**config.mk**
```make
export PLATFORM = sky130hd
export DESIGN_NAME = rv32i_exec_ctrl
export DESIGN_NICKNAME = d
export VERILOG_FILES = /design/src/rtl/rv32i_exec_ctrl.sv
export SDC_FILE = /design/constraint.sdc
export NUM_CORES = 1
export LEC_CHECK = 0
export CAP_MARGIN = 20
export CORE_MARGIN = 2
export CORE_UTILIZATION = 45
export CTS_CLUSTER_SIZE = 30
export DETAILED_ROUTE_END_ITERATION = 12
export HOLD_SLACK_MARGIN = 0.02
export PLACE_DENSITY = 0.72
export SYNTH_ARGS = -nofsm -noshare
export SYNTH_HDL_FRONTEND = slang
export SYNTH_SLANG_ARGS = --single-unit
```
**constraint.sdc**
```tcl
create_clock -name i_clk -period 9.9 [get_ports i_clk]
set_clock_uncertainty 0.05 [all_clocks]
set_input_delay 1.485 -clock i_clk [delete_from_list [all_inputs] [get_ports i_clk]]
set_output_delay 1.485 -clock i_clk [all_outputs]
set_load 0.01 [all_outputs]
```
**src/rtl/rv32i_exec_ctrl.sv**
```systemverilog
`default_nettype none
// ============================================================================
// Module      : rv32i_exec_ctrl
// Description : RV32I execute/control slice. It decodes the instruction,
//               muxes ALU operands, runs the ALU and branch comparator, and
//               drives the PC-select, writeback and store controls.
// Revision    : 1.0 - initial release
// ============================================================================
module rv32i_exec_ctrl (
    input  logic        i_clk,
    input  logic        i_rst,
    input  logic [31:0] i_instruction,
    input  logic [31:0] i_pc,
    input  logic [31:0] i_rs1_data,
    input  logic [31:0] i_rs2_data,
    input  logic [31:0] i_imm,
    output logic [31:0] o_alu_data,
    output logic [31:0] o_pc_br,
    output logic        o_pc_sel,
    output logic [1:0]  o_wb_sel,
    output logic        o_rd_wren,
    output logic        o_mem_wren,
    output logic        o_br_less,
    output logic        o_br_equal,
    output logic        o_insn_vld,
    output logic        o_insn_vld_q
);

    localparam logic [3:0] c_ALU_ADD    = 4'd0;
    localparam logic [3:0] c_ALU_SUB    = 4'd1;
    localparam logic [3:0] c_ALU_SLL    = 4'd2;
    localparam logic [3:0] c_ALU_SLT    = 4'd3;
    localparam logic [3:0] c_ALU_SLTU   = 4'd4;
    localparam logic [3:0] c_ALU_XOR    = 4'd5;
    localparam logic [3:0] c_ALU_SRL    = 4'd6;
    localparam logic [3:0] c_ALU_SRA    = 4'd7;
    localparam logic [3:0] c_ALU_OR     = 4'd8;
    localparam logic [3:0] c_ALU_AND    = 4'd9;
    localparam logic [3:0] c_ALU_PASS_B = 4'd10;

    localparam logic [6:0] c_OPC_OP     = 7'b0110011;
    localparam logic [6:0] c_OPC_OPIMM  = 7'b0010011;
    localparam logic [6:0] c_OPC_LOAD   = 7'b0000011;
    localparam logic [6:0] c_OPC_STORE  = 7'b0100011;
    localparam logic [6:0] c_OPC_BRANCH = 7'b1100011;
    localparam logic [6:0] c_OPC_JAL    = 7'b1101111;
    localparam logic [6:0] c_OPC_JALR   = 7'b1100111;
    localparam logic [6:0] c_OPC_LUI    = 7'b0110111;
    localparam logic [6:0] c_OPC_AUIPC  = 7'b0010111;

    localparam logic [1:0] c_WB_PC4  = 2'd0;
    localparam logic [1:0] c_WB_ALU  = 2'd1;
    localparam logic [1:0] c_WB_LOAD = 2'd2;

    logic [6:0]  w_opcode;
    logic [2:0]  w_funct3;
    logic [6:0]  w_funct7;
    logic        w_unused;

    logic        w_opa_sel;
    logic        w_opb_sel;
    logic [3:0]  w_alu_op;
    logic [1:0]  w_wb_sel;
    logic        w_rd_wren;
    logic        w_mem_wren;
    logic        w_pc_sel;
    logic        w_vld;
    logic        w_is_jalr;
    logic        w_br_uns;
    logic        w_br_less;
    logic        w_br_equal;

    logic [31:0] w_op_a;
    logic [31:0] w_op_b;
    logic [4:0]  w_shamt;
    logic [31:0] w_alu;

    logic        r_insn_vld_q;

    assign w_opcode = i_instruction[6:0];
    assign w_funct3 = i_instruction[14:12];
    assign w_funct7 = i_instruction[31:25];
    // Register indices are resolved by the regfile, not here.
    assign w_unused = ^{i_instruction[24:15], i_instruction[11:7]};

    // funct3 -> ALU op, shared by OP and OP-IMM; alt selects SUB/SRA.
    function automatic logic [3:0] f_alu_op(input logic [2:0] f3, input logic alt);
        logic [3:0] op;
        case (f3)
            3'b000:  op = alt ? c_ALU_SUB : c_ALU_ADD;
            3'b001:  op = c_ALU_SLL;
            3'b010:  op = c_ALU_SLT;
            3'b011:  op = c_ALU_SLTU;
            3'b100:  op = c_ALU_XOR;
            3'b101:  op = alt ? c_ALU_SRA : c_ALU_SRL;
            3'b110:  op = c_ALU_OR;
            default: op = c_ALU_AND;
        endcase
        return op;
    endfunction

    // Comparator always looks at the raw register operands.
    assign w_br_uns   = (w_opcode == c_OPC_BRANCH) && (w_funct3[2:1] == 2'b11);
    assign w_br_equal = (i_rs1_data == i_rs2_data);
    assign w_br_less  = w_br_uns ? (i_rs1_data < i_rs2_data)
                                 : ($signed(i_rs1_data) < $signed(i_rs2_data));

    always_comb begin
        w_opa_sel  = 1'b0;
        w_opb_sel  = 1'b0;
        w_alu_op   = c_ALU_ADD;
        w_wb_sel   = c_WB_ALU;
        w_rd_wren  = 1'b0;
        w_mem_wren = 1'b0;
        w_pc_sel   = 1'b0;
        w_vld      = 1'b0;
        w_is_jalr  = 1'b0;
        case (w_opcode)
            c_OPC_OP: begin
                if ((w_funct7 == 7'h00) ||
                    ((w_funct7 == 7'h20) && ((w_funct3 == 3'b000) || (w_funct3 == 3'b101)))) begin
                    w_vld     = 1'b1;
                    w_alu_op  = f_alu_op(w_funct3, w_funct7[5]);
                    w_rd_wren = 1'b1;
                end
            end
            c_OPC_OPIMM: begin
                if (((w_funct3 != 3'b001) && (w_funct3 != 3'b101)) ||
                    ((w_funct3 == 3'b001) && (w_funct7 == 7'h00)) ||
                    ((w_funct3 == 3'b101) && ((w_funct7 == 7'h00) || (w_funct7 == 7'h20)))) begin
                    w_vld     = 1'b1;
                    w_opb_sel = 1'b1;
                    w_alu_op  = f_alu_op(w_funct3, (w_funct3 == 3'b101) && w_funct7[5]);
                    w_rd_wren = 1'b1;
                end
            end
            c_OPC_LOAD: begin
                w_vld     = 1'b1;
                w_opb_sel = 1'b1;
                w_wb_sel  = c_WB_LOAD;
                w_rd_wren = 1'b1;
            end
            c_OPC_STORE: begin
                w_vld      = 1'b1;
                w_opb_sel  = 1'b1;
                w_mem_wren = 1'b1;
            end
            c_OPC_BRANCH: begin
                if (w_funct3[2:1] != 2'b01) begin
                    w_vld     = 1'b1;
                    w_opa_sel = 1'b1;
                    w_opb_sel = 1'b1;
                    case (w_funct3)
                        3'b000:  w_pc_sel = w_br_equal;
                        3'b001:  w_pc_sel = ~w_br_equal;
                        3'b100,
                        3'b110:  w_pc_sel = w_br_less;
                        default: w_pc_sel = ~w_br_less;
                    endcase
                end
            end
            c_OPC_JAL: begin
                w_vld     = 1'b1;
                w_opa_sel = 1'b1;
                w_opb_sel = 1'b1;
                w_wb_sel  = c_WB_PC4;
                w_rd_wren = 1'b1;
                w_pc_sel  = 1'b1;
            end
            c_OPC_JALR: begin
                if (w_funct3 == 3'b000) begin
                    w_vld     = 1'b1;
                    w_is_jalr = 1'b1;
                    w_opb_sel = 1'b1;
                    w_wb_sel  = c_WB_PC4;
                    w_rd_wren = 1'b1;
                    w_pc_sel  = 1'b1;
                end
            end
            c_OPC_LUI: begin
                w_vld     = 1'b1;
                w_opb_sel = 1'b1;
                w_alu_op  = c_ALU_PASS_B;
                w_rd_wren = 1'b1;
            end
            c_OPC_AUIPC: begin
                w_vld     = 1'b1;
                w_opa_sel = 1'b1;
                w_opb_sel = 1'b1;
                w_rd_wren = 1'b1;
            end
            default: begin
                w_vld = 1'b0;
            end
        endcase
    end

    assign w_op_a  = w_opa_sel ? i_pc  : i_rs1_data;
    assign w_op_b  = w_opb_sel ? i_imm : i_rs2_data;
    assign w_shamt = w_op_b[4:0];

    always_comb begin
        w_alu = 32'd0;
        case (w_alu_op)
            c_ALU_ADD:    w_alu = w_op_a + w_op_b;
            c_ALU_SUB:    w_alu = w_op_a - w_op_b;
            c_ALU_SLL:    w_alu = w_op_a << w_shamt;
            c_ALU_SLT:    w_alu = {31'd0, $signed(w_op_a) < $signed(w_op_b)};
            c_ALU_SLTU:   w_alu = {31'd0, w_op_a < w_op_b};
            c_ALU_XOR:    w_alu = w_op_a ^ w_op_b;
            c_ALU_SRL:    w_alu = w_op_a >> w_shamt;
            c_ALU_SRA:    w_alu = $unsigned($signed(w_op_a) >>> w_shamt);
            c_ALU_OR:     w_alu = w_op_a | w_op_b;
            c_ALU_AND:    w_alu = w_op_a & w_op_b;
            c_ALU_PASS_B: w_alu = w_op_b;
            default:      w_alu = 32'd0;
        endcase
    end

    always_ff @(posedge i_clk) begin
        if (i_rst) begin
            r_insn_vld_q <= 1'b0;
        end else begin
            r_insn_vld_q <= w_vld;
        end
    end

    assign o_alu_data   = w_alu;
    assign o_pc_br      = {w_alu[31:1], w_alu[0] & ~w_is_jalr};
    // Side-effecting enables are held off while reset is asserted.
    assign o_pc_sel     = w_pc_sel   & ~i_rst;
    assign o_rd_wren    = w_rd_wren  & ~i_rst;
    assign o_mem_wren   = w_mem_wren & ~i_rst;
    assign o_wb_sel     = w_wb_sel;
    assign o_br_less    = w_br_less;
    assign o_br_equal   = w_br_equal;
    assign o_insn_vld   = w_vld;
    assign o_insn_vld_q = r_insn_vld_q;

endmodule
`default_nettype wire

```
# [Word-level counts from Yosys, hierarchy flattened]
# Cells that the tools add are included.
[word_totals] regBits=1 input_bits=162 output_inout_bits=73 wordCells=98
[op_classes] addsub=2 magnitude_cmp=4 n_eq_ne=31 shift=3 n_mux=28 n_bitwise=11 n_reduce_logical=18
[ops] cell="32-bit case mux with 11 select lines" n=1
[ops] cell="32-bit < comparator" n=4
[ops] cell="32-bit two-way mux" n=2
[ops] cell="4-bit case mux with 7 select lines" n=2
[ops] cell="32-bit adder" n=1
[ops] cell="32-bit bitwise AND" n=1
[ops] cell="32-bit == test" n=1
[ops] cell="32-bit bitwise OR" n=1
[ops] cell="32-bit by 5-bit left shift with 32-bit output" n=1
[ops] cell="32-bit by 5-bit >> shifter with 32-bit output" n=1
[ops] cell="32-bit by 5-bit >>> shifter with 32-bit output" n=1
[ops] cell="32-bit subtractor" n=1
[ops] cell="32-bit XOR" n=1
[ops] cell="7-bit by 6-bit == test with 1-bit output, second input constant" n=4
[ops] cell="7-bit == test, second input constant" n=3
[ops] cell="4-bit by 3-bit == test with 1-bit output, second input constant" n=4
[ops] cell="7-bit by 5-bit == test with 1-bit output, second input constant" n=2
[ops] cell="1-bit two-way mux" n=13
[ops] cell="4-bit == test, second input constant" n=3
[ops] cell="4-bit case mux with 3 select lines" n=1
[ops] cell="3-bit == test, second input constant" n=3
[ops] cell="4-bit by 2-bit == test with 1-bit output, second input constant" n=2
[ops] cell="4-bit two-way mux" n=2
[ops] cell="1-bit case mux with 4 select lines" n=2
[ops] cell="other kinds (22)" n=40

# [Depth between registers and ports, before layout]
[depth] word_depth=10 ltp_mapped=24 mapped_depth_nobuf=19

# [Worst setup path before layout]
# No wires, ideal clock.
[synth_path] path_kind="in2out" start="input port i_instruction[14]" end="output port o_pc_br[30]" arrival_time_ps=6609 required_ps=8365 setup_slack_ps=1756 cell_stages=23 cell_sequence="buf_2 -> nor3_1 -> o2111a_1 -> or3_4 -> nor2_8 -> mux2i_2 -> buf_2 -> buf_2 -> buf_1 -> ha_1 -> clkbuf_1 -> nand2_1 -> a21oi_1 -> o2111ai_1 -> a41oi_1 -> a2111o_1 -> a31o_2 -> a211o_1 -> a211oi_1 -> a21oi_1 -> xnor2_1 -> o211ai_1 -> buf_4"
[synth_via] elab_chain_cells=9 word_cells_on_any_way=53 cone_classes="add/sub (2); eq/ne (19); shift (3); mux (15); bitwise (3); reduce/logical (11)"
[synth_rtl] item="start: declaration" line_no="12" rtl="input logic [31:0] i_instruction,"
[synth_rtl] item="3-bit by 1-bit inequality test with 1-bit output, or another cell as far along" line_no="128" rtl="if (((w_funct3 != 3'b001) && (w_funct3 != 3'b101)) ||"
[synth_rtl] item="1-bit logical AND, on equally long branches" line_no="128, 129"
[synth_rtl] item="1-bit logical OR" line_no="128"
[synth_rtl] item="1-bit logical OR" line_no="129" rtl="((w_funct3 == 3'b001) && (w_funct7 == 7'h00)) ||"
[synth_rtl] item="1-bit two-way mux" line_no="128"
[synth_rtl] item="1-bit case mux with 4 select lines" line_no="118" rtl="case (w_opcode)"
[synth_rtl] item="32-bit two-way mux" line_no="199" rtl="assign w_op_b = w_opb_sel ? i_imm : i_rs2_data;"
[synth_rtl] item="32-bit subtractor, or another cell as far along" line_no="206" rtl="c_ALU_SUB: w_alu = w_op_a - w_op_b;"
[synth_rtl] item="32-bit case mux with 11 select lines (*)" line_no="204" rtl="case (w_alu_op)"
[synth_rtl] item="end: declaration" line_no="18" rtl="output logic [31:0] o_pc_br,"
# Every way passes the cells marked *; elsewhere a longest branch is shown, timed or not.

# [Final worst setup path]
[layout_path] start="input port i_instruction[12]" end="output port o_pc_br[0]"
[layout_via] elab_chain_cells=10 word_cells_on_any_way=54 cone_classes="add/sub (2); order compare (2); eq/ne (18); shift (3); mux (13); bitwise (5); reduce/logical (11)"
[layout_rtl] item="3-bit by 1-bit inequality test with 1-bit output, or another cell as far along" line_no="128"
[layout_rtl] item="1-bit logical AND, on equally long branches" line_no="128, 129"
[layout_rtl] item="1-bit logical OR" line_no="128"
[layout_rtl] item="1-bit logical OR" line_no="129"
[layout_rtl] item="1-bit two-way mux" line_no="128"
[layout_rtl] item="1-bit case mux with 4 select lines" line_no="118"
[layout_rtl] item="32-bit two-way mux" line_no="199"
[layout_rtl] item="32-bit subtractor, or another cell as far along" line_no="206"
[layout_rtl] item="32-bit case mux with 11 select lines" line_no="204"
[layout_rtl] item="1-bit bitwise AND (*)" line_no="229" rtl="assign o_pc_br = {w_alu[31:1], w_alu[0] & ~w_is_jalr};"
# Marked as above.

==> impl_metrics.yaml <==
placement:
  gp_congestion: 1.08
  placed_cells: 2138
  placed_area_um2: 13200
  hpwl_um: 45000
  place_ws_ps: 710
  port-buffer-count: 219
global_route:
  grt_overflow: 0
  grt_pass1_vias: 13300
  grt_max_degree: 67
  grt_pass1_wl_um: 82200
  grt_util_all_layers_pct: 43.5
  antenna_found_initial: 0
critical_path:
  cp_data_arrival_time_ps: 7870
  required_ps: 8370
  critPathMostFrequentCell: "clkdlybuf4s50_1"
  cpPeakStageDelay_ps: 680
  slowest_stage: "clkdlybuf4s50_1"
  path_max_fanout: 21
  end_kind: "output pin"
  crit_chain: "clkdlybuf4s50_1 -> inv_2 -> a311oi_1 -> o2bb2ai_2 -> nor2_8 -> mux2_4 -> ha_1 -> o21bai_1 -> a21oi_1 -> o21ai_0 -> nand4_1 -> nand2_1 -> a31oi_1 -> o31ai_1 -> buf_4 -> a311o_1 -> nor3_1 -> or4_4 -> a21boi_1 -> clkdlybuf4s50_1"
  crit_cells: 20
  worst-path-buf-inv: 4
  path_delay_family: "compound AO/OA/AOI/OAI gates"
  cp-start-kind: "primary input"
  worstSetupPathType: "in -> out"
finish:
  design_area_um2: 13200
  largest_reg_flops: 1
  synthToLayoutAreaGrowth_pct: 22.5
  nets: 2114
  stdcell_count: 2138
  antenna_cells: 0
  drive_gt1_share_pct: 7.48
sta:
  hold_viol: 0
  setup_ws_ps: 497
  relSlewSlack_pct: 24.9
  fmax_mhz: 106
  post-route-min-period_ps: 9400
  rsz0062_at_grt: "false"
  setup_violations: 0
  final.period_utilization_pct: 95.0
  final_max_slew_viol_count: 0
  setup-tns-final_ps: 0
  tightest_slew_ps: 1100
yosys:
  synth-seq-cells: 1
  synthFlopType: "dfxtp_1"
  ys_types: 91
  synth_compound_area_share_pct: 36.0
  synth_top_area_share_pct: 15.0
  yosysWarnings: 0
  synthMuxAreaShare_pct: 10.5
  synth.most_common_cell: "o21ai_0"
  synth.area.top_cells: "ha_1 15%, o21ai_0 7.4%, mux2i_1 6.8%, nand3_1 5.9%, a21oi_1 5.5%"
  synthCells: 1681
  synth_fa_ha_area_share_pct: 15.4
  synth_area_leader_cell: "ha_1"
  async_flop_share_pct: 0
  yosysSeqAreaShare_pct: 0.186
  netlist_area_um2: 10700
  synth_top_family_by_area: "compound AO/OA/AOI/OAI gates"
  synthSimpleGateAreaFrac_pct: 24.4
  yosys-top-cells-count: "158 x o21ai_0, 134 x nor2_1, 131 x nand2_1"
  syn-num-nets: 1974
  syn_area_per_cell_um2: 6.39
  post_synth_xor_area_fraction_pct: 2.12
  synth_edf_count: 0
detailed_routing:
  wl_um: 56500
  drc: 0
  vias: 14700
  first_iter_violations: 2348
  wl_per_cell_um: 26.4
  vias_per_cell: 6.88
  ant_nets: 0
  dr.pass1.iters: 9
floorplanning:
  die_w_um: 158
  start_util_pct: 45.8
  io_pins: 235
  die_h_um: 158
  rows: 56
  core_um2: 23500
  dieArea_um2: 25100
hold_path:
  hold_depth: 2
  min-delay-path-class: "in -> reg"
power:
  max-vdd-ir-drop_v: 0.0000648
  leakage_nw: 5.59
  p_per_area_nw_per_um2: 72.4
job:
  drv_cap: 0
status:
  outcome: "complete, no violations"
clocking:
  path_clk_slew_ps: 0
  post_cts_buffers: 0
  cts_hold_buf: 0
  postCtsResizedCells: 0
-- through the flow --
stage,total power [W],hold slack (ps),util [%]
after global routing,0.00101,2110,56.1
after CTS,0.000920,2100,56.1
after global placement,0.000909,2090,56.1
final,0.000953,2100,56.1
after detailed placement,0.000915,2100,56.1
after floorplan,0.000559,1510,-
-- cell families after synthesis --
group,after synthesis
AO/OA/AOI/OAI,597
XOR/XNOR,26
adder cells (fa/ha/maj),131
buffers and inverters,276
flip-flops,1
multiplexers,107
AND/OR/NAND/NOR,543
-- report_power, final --
part           internal, W  switching [W]  leakage, nW
combinational     0.000394       0.000555         5.58
sequential      0.00000420   0.0000000180      0.00809
clock                    0              0            0
-- routing by layer --
layer  global-route usage (%)  vias up  wire, um
met4                     21.0        0      3420
met3                     11.9      199      8150
met5                        0        -         0
li1                         -     6486         -
met1                     59.0     6881     22200
met2                     63.2     1134     22700
-- placed cells by master (no fill, tap or decap), types with 9 or more instances in the layout --
cell type,synthesis,layout
clkdlybuf4s50_1,0,219
o21ai_0,158,158
nor2_1,134,133
nand2_1,131,131
ha_1,129,129
nand3_1,126,125
inv_1,122,122
a21oi_1,118,117
mux2i_1,73,72
buf_4,36,65
o211ai_1,44,44
nor3_1,41,41
mux2_2,31,31
a211oi_1,28,28
a21o_1,27,27
o21ai_1,28,26
o221ai_1,24,24
xnor2_1,23,23
a31oi_1,18,18
nand2b_1,15,15
nor2b_1,15,15
and3_1,15,15
a221oi_1,15,15
o22ai_1,14,14
o21a_1,14,14
o31ai_1,13,13
nand4_1,12,12
and2_1,9,9
nor4_1,9,9
o2111ai_1,9,9
o21bai_1,9,9
-- layout make-up --
cell class                      count  area [um^2]
Multi-Input combinational cell   1404         9550
Tap cell                          319          399
Inverter                          129          487
Timing Repair Buffer              285         2700
Sequential cell                     1         20.0
Fill cell                        2363        10300
-- path summary, 6_finish.rpt --
check / startpoint / end / slack (ps)
max: i_instruction[12] / o_pc_br[0] / 500
min: i_rst / o_insn_vld_q$_SDFF_PP0_ / 2100
No activity file was read; power rests on OpenSTA's default activity.
